[config.mk]
export PLATFORM = sky130hd
export DESIGN_NAME = timer_bank
export DESIGN_NICKNAME = d
export VERILOG_FILES = /design/src/rtl/timer_bank.sv
export SDC_FILE = /design/constraint.sdc
export NUM_CORES = 1
export LEC_CHECK = 0
export BUFFER_PORTS_ARGS = -buffer_cell sky130_fd_sc_hd__buf_4
export CAP_MARGIN = 25
export CORE_MARGIN = 2
export CORE_UTILIZATION = 30
export DETAILED_ROUTE_END_ITERATION = 8
export PLACE_DENSITY = 0.46
export SLEW_MARGIN = 10
export SYNTH_ARGS = -nofsm -noshare
export SYNTH_HDL_FRONTEND = slang
export SYNTH_SLANG_ARGS = --single-unit
[constraint.sdc]
create_clock -name clk_sys -period 6.65 [get_ports clk_sys]
set_clock_uncertainty 0.1 [all_clocks]
set_input_delay 0.665 -clock clk_sys [delete_from_list [all_inputs] [get_ports clk_sys]]
set_output_delay 0.665 -clock clk_sys [all_outputs]
set_load 0.01 [all_outputs]
[src/rtl/timer_bank.sv]
`default_nettype none
// ============================================================================
//  Module      : timer_bank
//  Description : Bank of CPU-programmable down-counting timers on one 256-byte
//                Z80 page. Each channel has a reload value, one-shot or
//                periodic mode, a sticky expiry flag and an interrupt enable.
//                All channels share one tick prescaler.
//  Revision    : 1.0 - initial release
// ============================================================================
module timer_bank #(
    parameter int NUM_TIMERS = 4,
    parameter int COUNT_W    = 16,
    parameter int TICK_DIV   = 24000
) (
    input  logic       clk_sys,
    input  logic       reset_n,
    input  logic       cs,
    input  logic [7:0] addr,
    input  logic       rd_n,
    input  logic       wr_n,
    input  logic [7:0] din,
    output logic [7:0] dout,
    output logic       irq_n
);

    localparam int                 c_PRE_W   = (TICK_DIV > 1) ? $clog2(TICK_DIV) : 1;
    localparam logic [c_PRE_W-1:0] c_PRE_MAX = c_PRE_W'(TICK_DIV - 1);

    localparam logic [1:0] c_REG_CNTL   = 2'd0;
    localparam logic [1:0] c_REG_CNTH   = 2'd1;
    localparam logic [1:0] c_REG_CTRL   = 2'd2;
    localparam logic [1:0] c_REG_STATUS = 2'd3;

    // ------------------------------------------------------------------------
    // Bus strobes: a strobe held low for many cycles acts only on its first one
    // ------------------------------------------------------------------------
    logic       r_rd_q;
    logic       r_wr_q;
    logic       w_rd_act;
    logic       w_wr_act;
    logic       w_rd_stb;
    logic       w_wr_stb;
    logic [5:0] w_chan;
    logic [1:0] w_reg;

    assign w_rd_act = cs & ~rd_n;
    assign w_wr_act = cs & ~wr_n;
    assign w_rd_stb = w_rd_act & ~r_rd_q;
    assign w_wr_stb = w_wr_act & ~r_wr_q;
    assign w_chan   = addr[7:2];
    assign w_reg    = addr[1:0];

    // Remember last cycle's access levels for edge detection
    always_ff @(posedge clk_sys) begin
        if (!reset_n) begin
            r_rd_q <= 1'b0;
            r_wr_q <= 1'b0;
        end else begin
            r_rd_q <= w_rd_act;
            r_wr_q <= w_wr_act;
        end
    end

    // ------------------------------------------------------------------------
    // Shared prescaler: free-running, untouched by CPU accesses
    // ------------------------------------------------------------------------
    logic [c_PRE_W-1:0] r_presc;
    logic               w_tick;

    assign w_tick = (r_presc == c_PRE_MAX);

    // Count 0..TICK_DIV-1 and wrap; the terminal value is the tick cycle
    always_ff @(posedge clk_sys) begin
        if (!reset_n) begin
            r_presc <= '0;
        end else if (w_tick) begin
            r_presc <= '0;
        end else begin
            r_presc <= r_presc + c_PRE_W'(1);
        end
    end

    // ------------------------------------------------------------------------
    // Timer channels
    // ------------------------------------------------------------------------
    logic [NUM_TIMERS-1:0][7:0] w_rmask;
    logic [NUM_TIMERS-1:0]      w_irq_req;

    for (genvar g = 0; g < NUM_TIMERS; g++) begin : g_chan
        logic [COUNT_W-1:0] r_count;
        logic [COUNT_W-1:0] r_reload;
        logic [7:0]         r_shadow;
        logic               r_en;
        logic               r_per;
        logic               r_ie;
        logic               r_exp;
        logic               w_sel;
        logic               w_wr;
        logic               w_rd;
        logic               w_en_rise;
        logic [15:0]        w_count16;
        logic [15:0]        w_reload16;
        logic [7:0]         w_rdata;

        assign w_sel      = (w_chan == 6'(g));
        assign w_wr       = w_wr_stb & w_sel;
        assign w_rd       = w_rd_stb & w_sel;
        // Zero-extended views so byte lanes exist for any COUNT_W
        assign w_count16  = 16'(r_count);
        assign w_reload16 = 16'(r_reload);
        assign w_en_rise  = w_wr & (w_reg == c_REG_CTRL) & din[0] & ~r_en;

        // Channel state: register writes, countdown, expiry and snapshot
        always_ff @(posedge clk_sys) begin
            if (!reset_n) begin
                r_count  <= '0;
                r_reload <= '0;
                r_shadow <= 8'h00;
                r_en     <= 1'b0;
                r_per    <= 1'b0;
                r_ie     <= 1'b0;
                r_exp    <= 1'b0;
            end else begin
                if (w_wr && (w_reg == c_REG_CNTL)) begin
                    r_reload <= COUNT_W'({w_reload16[15:8], din});
                end
                if (w_wr && (w_reg == c_REG_CNTH)) begin
                    r_reload <= COUNT_W'({din, w_reload16[7:0]});
                end
                // Snapshot is the pre-decrement count of this cycle
                if (w_rd && (w_reg == c_REG_CNTL)) begin
                    r_shadow <= w_count16[15:8];
                end
                // Clear first so a same-cycle expiry below overrides it
                if (w_wr && (w_reg == c_REG_STATUS) && din[0]) begin
                    r_exp <= 1'b0;
                end
                // Enabling loads the reload value and ignores this cycle's tick
                if (w_en_rise) begin
                    r_count <= r_reload;
                end else if (w_tick && r_en) begin
                    if (r_count != '0) begin
                        r_count <= r_count - COUNT_W'(1);
                    end else begin
                        r_exp <= 1'b1;
                        if (r_per) begin
                            r_count <= r_reload;
                        end else begin
                            r_en <= 1'b0;
                        end
                    end
                end
                // Last assignment: a CTRL write beats the one-shot auto-disable
                if (w_wr && (w_reg == c_REG_CTRL)) begin
                    r_en  <= din[0];
                    r_per <= din[1];
                    r_ie  <= din[2];
                end
            end
        end

        // Register file view of this channel
        always_comb begin
            w_rdata = 8'h00;
            case (w_reg)
                c_REG_CNTL: w_rdata = w_count16[7:0];
                c_REG_CNTH: w_rdata = r_shadow;
                c_REG_CTRL: w_rdata = {5'b00000, r_ie, r_per, r_en};
                default:    w_rdata = {7'b0000000, r_exp};
            endcase
        end

        assign w_rmask[g]   = w_sel ? w_rdata : 8'h00;
        assign w_irq_req[g] = r_exp & r_ie;
    end

    // ------------------------------------------------------------------------
    // Read mux and interrupt
    // ------------------------------------------------------------------------
    logic r_irq_n;

    // OR of channel lanes; absent channels and deselected page read as zero
    always_comb begin
        dout = 8'h00;
        if (cs) begin
            for (int i = 0; i < NUM_TIMERS; i++) begin
                dout = dout | w_rmask[i];
            end
        end
    end

    // Interrupt follows the expiry/enable state with one cycle of latency
    always_ff @(posedge clk_sys) begin
        if (!reset_n) begin
            r_irq_n <= 1'b1;
        end else begin
            r_irq_n <= ~(|w_irq_req);
        end
    end

    assign irq_n = r_irq_n;

endmodule
`default_nettype wire

# --- After elaboration in Yosys (flattened, before gate mapping) ---
# Index checks and enable logic that the tools add are counted.
word_totals:
  in_bits: 21
  word_cells: 234
  out_inout_bits: 9
  ff_bits: 194
classes:
  addsub: 5
  n_reduce_logical: 60
  mux: 69
  n_eq_ne: 19
  bitwise: 45
ops:
  columns: ["op", "count"]
  rows:
  - ["$mux 16", 20]
  - ["$pmux 8 s3", 4]
  - ["$mux 8", 9]
  - ["$reduce_bool 16->1", 4]
  - ["$sub 16x1->16 const B", 4]
  - ["$mux 1", 36]
  - ["$and 1x1->1", 28]
  - ["$logic_and 1x1->1", 28]
  - ["$ne 2x1->1 const B", 12]
  - ["$or 8x8->8", 3]
  - ["$reduce_and 2->1", 8]
  - ["$reduce_and 4->1", 4]
  - ["$reduce_bool 2->1", 8]
  - ["$add 15x1->15 const B", 1]
  - ["$eq 15x15->1 const B", 1]
  - ["$not 1->1", 14]
  - ["$eq 6x2->1 const B", 2]
  - ["$reduce_bool 3->1", 4]
  - ["$eq 6x1->1 const B", 1]
  - ["$logic_not 6->1", 1]
  - ["$eq 2x2->1 const B", 2]
  - ["$reduce_or 4->1", 1]
  - ["$eq 2x1->1 const B", 1]
  - ["$logic_not 2->1", 1]
  - ["$reduce_or 2->1", 1]

# --- Longest topological paths before layout ---
# Gate-level depths: netlist of run 1.
logic_depth:
  ltp_word: 10
  depth_mapped: 9
  mapped_depth_nobuf: 8

# --- Worst setup path before layout of run 1 ---
# OpenSTA, ideal clock, no wires.
synth_path:
  path_type: "input to output"
  startpoint: "input port addr[0]"
  endpoint: "output port dout[3]"
  arrival_ps: 2445
  path_stages: 6
  n_path_buf: 3
  t_required_ps: 5885
  slack_ps: 3440
  cell_sequence: "clkbuf_1 -> buf_1 -> buf_1 -> mux2_2 -> a221oi_1 -> nor2_1"
synth_between:
  elab_chain_len: 7
  word_cells_on_any_way: 15
  cone_classes: "2 x eq/ne; 9 x mux; 3 x bitwise; 1 x reduce/logical"
synth_rtl:
  columns: ["element", "line", "text"]
  rows:
  - ["start: declaration", "18", "input logic [7:0] addr,"]
  - ["$eq 2x2->1 (tied with other cells)", "165", "case (w_reg)"]
  - ["$pmux 8 s3", "165", null]
  - ["$mux 8", "173", "assign w_rmask[g] = w_sel ? w_rdata : 8'h00;"]
  - ["$or 8x8->8 (2 in a row)", "187", "dout = dout | w_rmask[i];"]
  - ["$or 8x8->8 (*)", "187", null]
  - ["$mux 8 (*)", "185", "if (cs) begin"]
  - ["end: declaration", "22", "output logic [7:0] dout,"]
# Every way passes the cells marked *; elsewhere a longest branch is shown, timed or not.

# --- Worst setup path in the final report of run 1 ---
layout_path:
  startpoint: "input port addr[0]"
  endpoint: "output port dout[1]"
# The elaborated chain is that of the path after synthesis.

==> results of run 1 <==
synth_stat cells, types with 5 or more instances:
cell type / instances / share of area, %
nand4_1: 22 / 1.3
a21o_1: 5 / 0.36
dfxtp_1: 194 / 38
inv_1: 15 / 0.55
xnor2_1: 6 / 0.51
nand2_1: 138 / 5.0
nor2_1: 136 / 5.0
nor3b_1: 11 / 0.80
o31a_1: 6 / 0.51
o31ai_1: 8 / 0.58
nor2b_1: 6 / 0.36
mux2i_1: 73 / 7.1
o21a_1: 5 / 0.36
and2_1: 10 / 0.61
nand3_1: 113 / 5.5
nor3_1: 41 / 2.0
nor4_1: 23 / 1.4
a21oi_1: 128 / 6.2
xor2_1: 9 / 0.77
mux2_2: 9 / 0.99
clkbuf_1: 60 / 2.2
or2_2: 5 / 0.30
buf_1: 6 / 0.22
a22oi_1: 9 / 0.66
o211ai_1: 19 / 1.4
and3_1: 10 / 0.61
a31oi_1: 16 / 0.97
or4_1: 11 / 0.80
ha_1: 9 / 1.1
o21ai_0: 31 / 1.5
buf_2: 12 / 0.58
o22ai_1: 9 / 0.55
a221oi_1: 5 / 0.43
o21ai_1: 10 / 0.49
or3_1: 16 / 0.97
mux4_2: 6 / 1.3
worst min path at each step:
stage	endpoint	slack, ns
after global routing	r_rd_q	0.26
after detailed placement	g_chan[2].r_reload[13]	0.35
after floorplan	r_presc[0]	0.33
final	r_wr_q	0.29
after global placement	r_presc[0]	0.34
after CTS	r_wr_q	0.27
per-stage QoR:
step	instance area [um^2]	worst slack, ns	total power, uW	utilization [%]
after global routing	11400	3.03	2440	34.0
after global placement	10800	2.72	1310	32.1
after detailed placement	10800	2.65	1310	32.2
after floorplan	10300	3.44	1260	-
after CTS	11400	3.12	2390	34.0
final	11400	3.08	2360	34.0
sequential cells by signal, summed over array words and instances (netlist names):
signal,cells
g_chan.r_count,64
g_chan.r_ie,4
g_chan.r_per,4
r_presc,15
g_chan.r_reload,64
g_chan.r_shadow,32
irq_n,1
g_chan.r_exp,4
g_chan.r_en,4
r_rd_q,1
r_wr_q,1
per-layer routing:
metal	part of all wire, %	vias up	GRT usage (%)
met5	0.047	-	0
met4	1.8	2	5.32
met3	5.3	40	4.17
met2	45	278	29.7
met1	48	4596	26.7
li1	-	4632	-
worst max-delay path, cell delays in order:
cell     delay (ns)
buf_4          0.29
nor2b_1        0.51
buf_4          0.30
a21oi_1        0.09
mux4_2         0.48
nor2_1         0.25
buf_4          0.18
kinds of logic (layout without fill, tap and decap cells):
logic type / after synthesis / in the layout / share of synthesized area [%]
XOR/XNOR: 15 / 15 / 1.28
buffers and inverters: 99 / 92 / 4.03
adder cells (fa/ha/maj): 9 / 9 / 1.09
AND/OR/NAND/NOR: 583 / 583 / 29.1
flip-flops: 194 / 194 / 37.7
multiplexers: 88 / 88 / 9.40
AO/OA/AOI/OAI: 286 / 286 / 17.4
where the power goes:
| part | leakage (uW) | internal (uW) | switching [uW] |
|---|---|---|---|
| combinational | 0.00204 | 28.5 | 84.5 |
| sequential | 0.00156 | 1160 | 2.89 |
| clock | 0.000301 | 579 | 504 |
| total | 0.00390 | 1770 | 591 |
layout make-up:
class | instances | area, um^2
clock buffers | 18 | 439
clock inverters | 14 | 169
fillers | 3542 | 22200
inverters | 16 | 62.6
multi-input cells | 981 | 6000
flip-flops and latches | 194 | 3880
well taps | 448 | 561
repair buffers | 44 | 332
placed cells by master (no fill, tap or decap), types with 22 or more instances in the layout:
master	instances
nand3_1	113
nor4_1	23
nand4_1	22
mux2i_1	73
nor3_1	41
dfxtp_1	194
a21oi_1	128
buf_4	41
nor2_1	135
nand2_1	138
o21ai_0	31
==> run metrics, run 1 <==
Cells after DPL 1681; Worst EP arrival 2.81 ns; PostCTS Resize Cnt 0; gpl congestion 0.916; Setup CP Type in2out; Final Cycle Share 53.7%; critical path capture point type primary output; status completed; Slew HR 32.0%; min cycle time layout 3.57 ns; RR Startpoint r_presc[0]; Post-Syn Nets 1304; ANT nets after route 0; CP Data Required Time 5.88 ns; final cell count without fillers 1715; initial core utilization 30.6%; Synth Register Bits 194; Reg2Reg Depth 7; flop2flop setup slack 3.47 ns; Vias ~9500; vias in the first global route 8962; drt wl/cell around 20 um; total grt overflow 0; static leakage 0.00390 uW; total routed wirelength 34200 um; Die Y 189 um; CP Launch Point addr[0]; Primary FF master, synth dfxtp_1; Worst-Margin Slew 1.01 ns; Tot GR Track Use 19.2%; full die area 0.0358 mm^2; FMAX approximately 0.28 GHz; initial antenna violation count 1; num rows between 60 and 70; clk buf depth 2; ys async rst share 0%; power density over the cells between 200 and 250 mW/mm^2; I/O pin cnt 30; Root Buffer clkbuf_16; layout cells sized above 1 roughly 10%; DIE WIDTH 189 um; Post-Syn Area 0.0103 mm^2; HPWL after detailed placement around 24000 um; First-pass DRT Iterations 5; Netlist cell types 78; Mean Syn Cell Area 8.08 um^2; Hold Slack 0.287 ns; Worst IR Drop VDD 0.160 mV; Min-Delay Path Class in2reg; cells after synthesis 1274; setup TNS 0 ns; CP Max Fanout 44; n_diodes 0; Avg Vias per Cell roughly 5.6; CTS tree done; final hold violations 0; CTS buffer count 17; Synthesis Warnings 0; critical hold path startpoint wr_n; Skew-Pair Late Insertion Delay about 0.45 ns; first-pass GRT wire length ~53000 um; fin. max-slew vios 0; H-tree Lvls 4; setup bufs post-CTS 0; clock transition at the registers of the reported paths 0.08 ns; Max Cap Viol 0; EDFF count, synth 0; CP startpoint kind input port; RSZ-0062 raised after global routing false; Port Buffers 29; core outline area 0.0336 mm^2; Area Overhead vs Synth 11.2%; Worst Hold Depth 2; critical register-to-register path endpoint g_chan[3].r_count[11]; DR DRC count 0; initial drt markers around 840; Clock Sinks 194; CTS Hold Bufs 0; # setup viols final 0; Seq/Total Area, Yosys a little under two fifths; Final nets approximately 1300; largest net degree at the start of global routing 78; CP endpoint dout[1]
No activity file was read; power rests on OpenSTA's default activity.
==> run 2, diff against run 1 <==
==> constraint.sdc (replaced) <==
create_clock -name clk_sys -period 3.3 [get_ports clk_sys]
set_clock_uncertainty 0.1 [all_clocks]
set_input_delay 0.33 -clock clk_sys [delete_from_list [all_inputs] [get_ports clk_sys]]
set_output_delay 0.33 -clock clk_sys [all_outputs]
set_load 0.01 [all_outputs]
==> run metrics, run 2 (synthesized netlist as in run 1, its figures left out) <==
initial drt markers 972 (was 836); vias in the first global route 9164 (was 8962); Slew HR 43.5% (was 32.0%); top flop regs g_chan.r_count x64, g_chan.r_reload x64, g_chan.r_shadow x32 (unchanged); Root Buffer clkbuf_16 (unchanged); Avg Vias per Cell 5.59 (was 5.57); Vias 9722 (was 9548); Worst IR Drop VDD 0.339 mV (was 0.160 mV); PostCTS Resize Cnt 0 (unchanged); Min-Delay Path Class in2reg (unchanged); clk buf depth 2 (unchanged); # setup viols final 0 (unchanged); Final Cycle Share 86.7%; CP Launch Point r_presc[0] (was addr[0]); Hold Slack 0.143 ns (was 0.287 ns); total routed wirelength 35400 um (was 34200 um); Area Overhead vs Synth 12.9% (was 11.2%); Port Buffers 29 (unchanged); total grt overflow 0 (unchanged); Final WS setup 0.439 ns (was 3.08 ns); dpl ws 0.420 ns (was 2.65 ns); critical hold path startpoint din[3] (was wr_n); Setup CP Type reg2reg (was in2out); commonest non-fill, non-tap cell in the layout dfxtp_1 (unchanged); CP Data Required Time 3.57 ns (was 5.88 ns); power density over the cells 407 mW/mm^2 (was 206 mW/mm^2); setup bufs post-CTS 0 (unchanged); CP startpoint kind register (was input port); num rows 67 (unchanged); layout cells sized above 1 11.4% (was 10.0%); clock transition at the registers of the reported paths 0.07 ns (was 0.08 ns); CTS tree done (unchanged); min cycle time layout 2.86 ns; Clock Sinks 194 (unchanged); n_diodes 0 (unchanged); core outline area 0.0336 mm^2 (unchanged); DR DRC count 0 (unchanged); Skew-Pair Late Insertion Delay 0.45 ns (about the same); first-pass GRT wire length 55500 um (was 53300 um); ANT nets after route 0 (unchanged); FILL cells 3550 (was 3542); static leakage 0.00400 uW (was 0.00390 uW); gpl congestion 0.916 (about the same); Max Cap Viol 0 (unchanged); critical path capture point type register (was primary output); CTS buffer count 17 (unchanged); Worst-Margin Slew 0.840 ns (was 1.01 ns); H-tree Lvls 4 (unchanged); initial core utilization 30.6% (unchanged); I/O pin cnt 30 (unchanged); largest net degree at the start of global routing 67 (was 78); final hold violations 0 (unchanged); DIE WIDTH 189 um (unchanged); most frequent cells in the layout 194 x dfxtp_1, 138 x nand2_1, 135 x nor2_1 (unchanged); initial antenna violation count 0 (was 1); status completed (unchanged); RR Startpoint r_presc[0] (unchanged); post-route cell area 0.0116 mm^2 (was 0.0114 mm^2); Tot GR Track Use 20.0% (was 19.2%); Worst EP arrival 3.13 ns (was 2.81 ns); drt wl/cell 20.4 um (was 20.0 um); placed cell areas 0.0110 mm^2 (was 0.0108 mm^2); First-pass DRT Iterations 5 (unchanged); full die area 0.0358 mm^2 (unchanged); FMAX 0.350 GHz; Final nets 1307 (was 1284); Die Y 189 um (unchanged); fin. max-slew vios 0 (unchanged); RSZ-0062 raised after global routing false (unchanged); CP Max Fanout 14 (was 44); HPWL after detailed placement 25200 um (was 24000 um); setup TNS 0 ns (unchanged)
==> run 2: cell types whose count changed in the layout (fill, tap and decap cells not counted), moves of 2 or more <==
| cell | change |
|---|---|
| buf_4 | +23 |
| clkinv_2 | +2 |
| clkinv_4 | -2 |
| clkinvlp_4 | +3 |
| dlygate4sd3_1 | +2 |
| inv_6 | -2 |
| inv_8 | -3 |
==> run 2: repair_timing <==
item | 4_1_cts | 5_1_grt
endpoints found under the setup margin | 0 | 0
endpoints found under the hold margin | 2 | 0
hold buffers | 2 | 0
==> run 2: critical path, cell delays in order, from the launching register on <==
cell      delay (ns)
dfxtp_1         0.37
ha_1            0.24
nand4_1         0.36
buf_4           0.29
or4_4           0.55
o21a_1          0.39
nand2b_4        0.29
o22ai_1         0.20
==> run 2: layout make-up <==
class | count | area, um^2 | area share, %
clock buffers | 20 | 457 | 3.93
clock inverters | 12 | 133 | 1.14
repair buffers | 67 | 520 | 4.48
multi-input cells | 981 | 6000 | 51.6
flip-flops and latches | 194 | 3880 | 33.4
well taps | 448 | 561 | 4.83
inverters | 16 | 62.6 | 0.539
==> run 2: worst paths after layout <==
kind / to / slack, ns / cells past startpoint
setup reg to reg: g_chan[3].r_count[12] / 0.44 / 7
setup / recovery: g_chan[3].r_count[12] / 0.44 / 7
hold reg to reg: g_chan[2].r_reload[8] / 0.36 / 2
hold / removal: g_chan[0].r_reload[11] / 0.14 / 3
==> run 2: metal layers <==
layer | global-route usage [%] | wire [um] | vias to the layer above
met5 | 0 | 0 | -
met1 | 27.6 | 16800 | 4675
met2 | 31.2 | 15800 | 323
li1 | - | - | 4663
met4 | 6.10 | 877 | 0
met3 | 4.00 | 1920 | 61
==> run 2: power by group <==
group	switching [uW]	total [uW]	leakage (uW)	internal (uW)
logic	175	241	0.00215	65.4
registers	6.55	2350	0.00156	2340
clock network	972	2130	0.000282	1160
==> run 2: metrics by stage <==
step	power (uW)	cells	util, %
3_5_place_dp	2640	1704	32.7
3_3_place_gp	2640	1704	32.7
5_1_grt	4890	1738	34.5
4_1_cts	4770	1738	34.5
2_1_floorplan	2540	1274	-
6_report	4720	1738	34.5
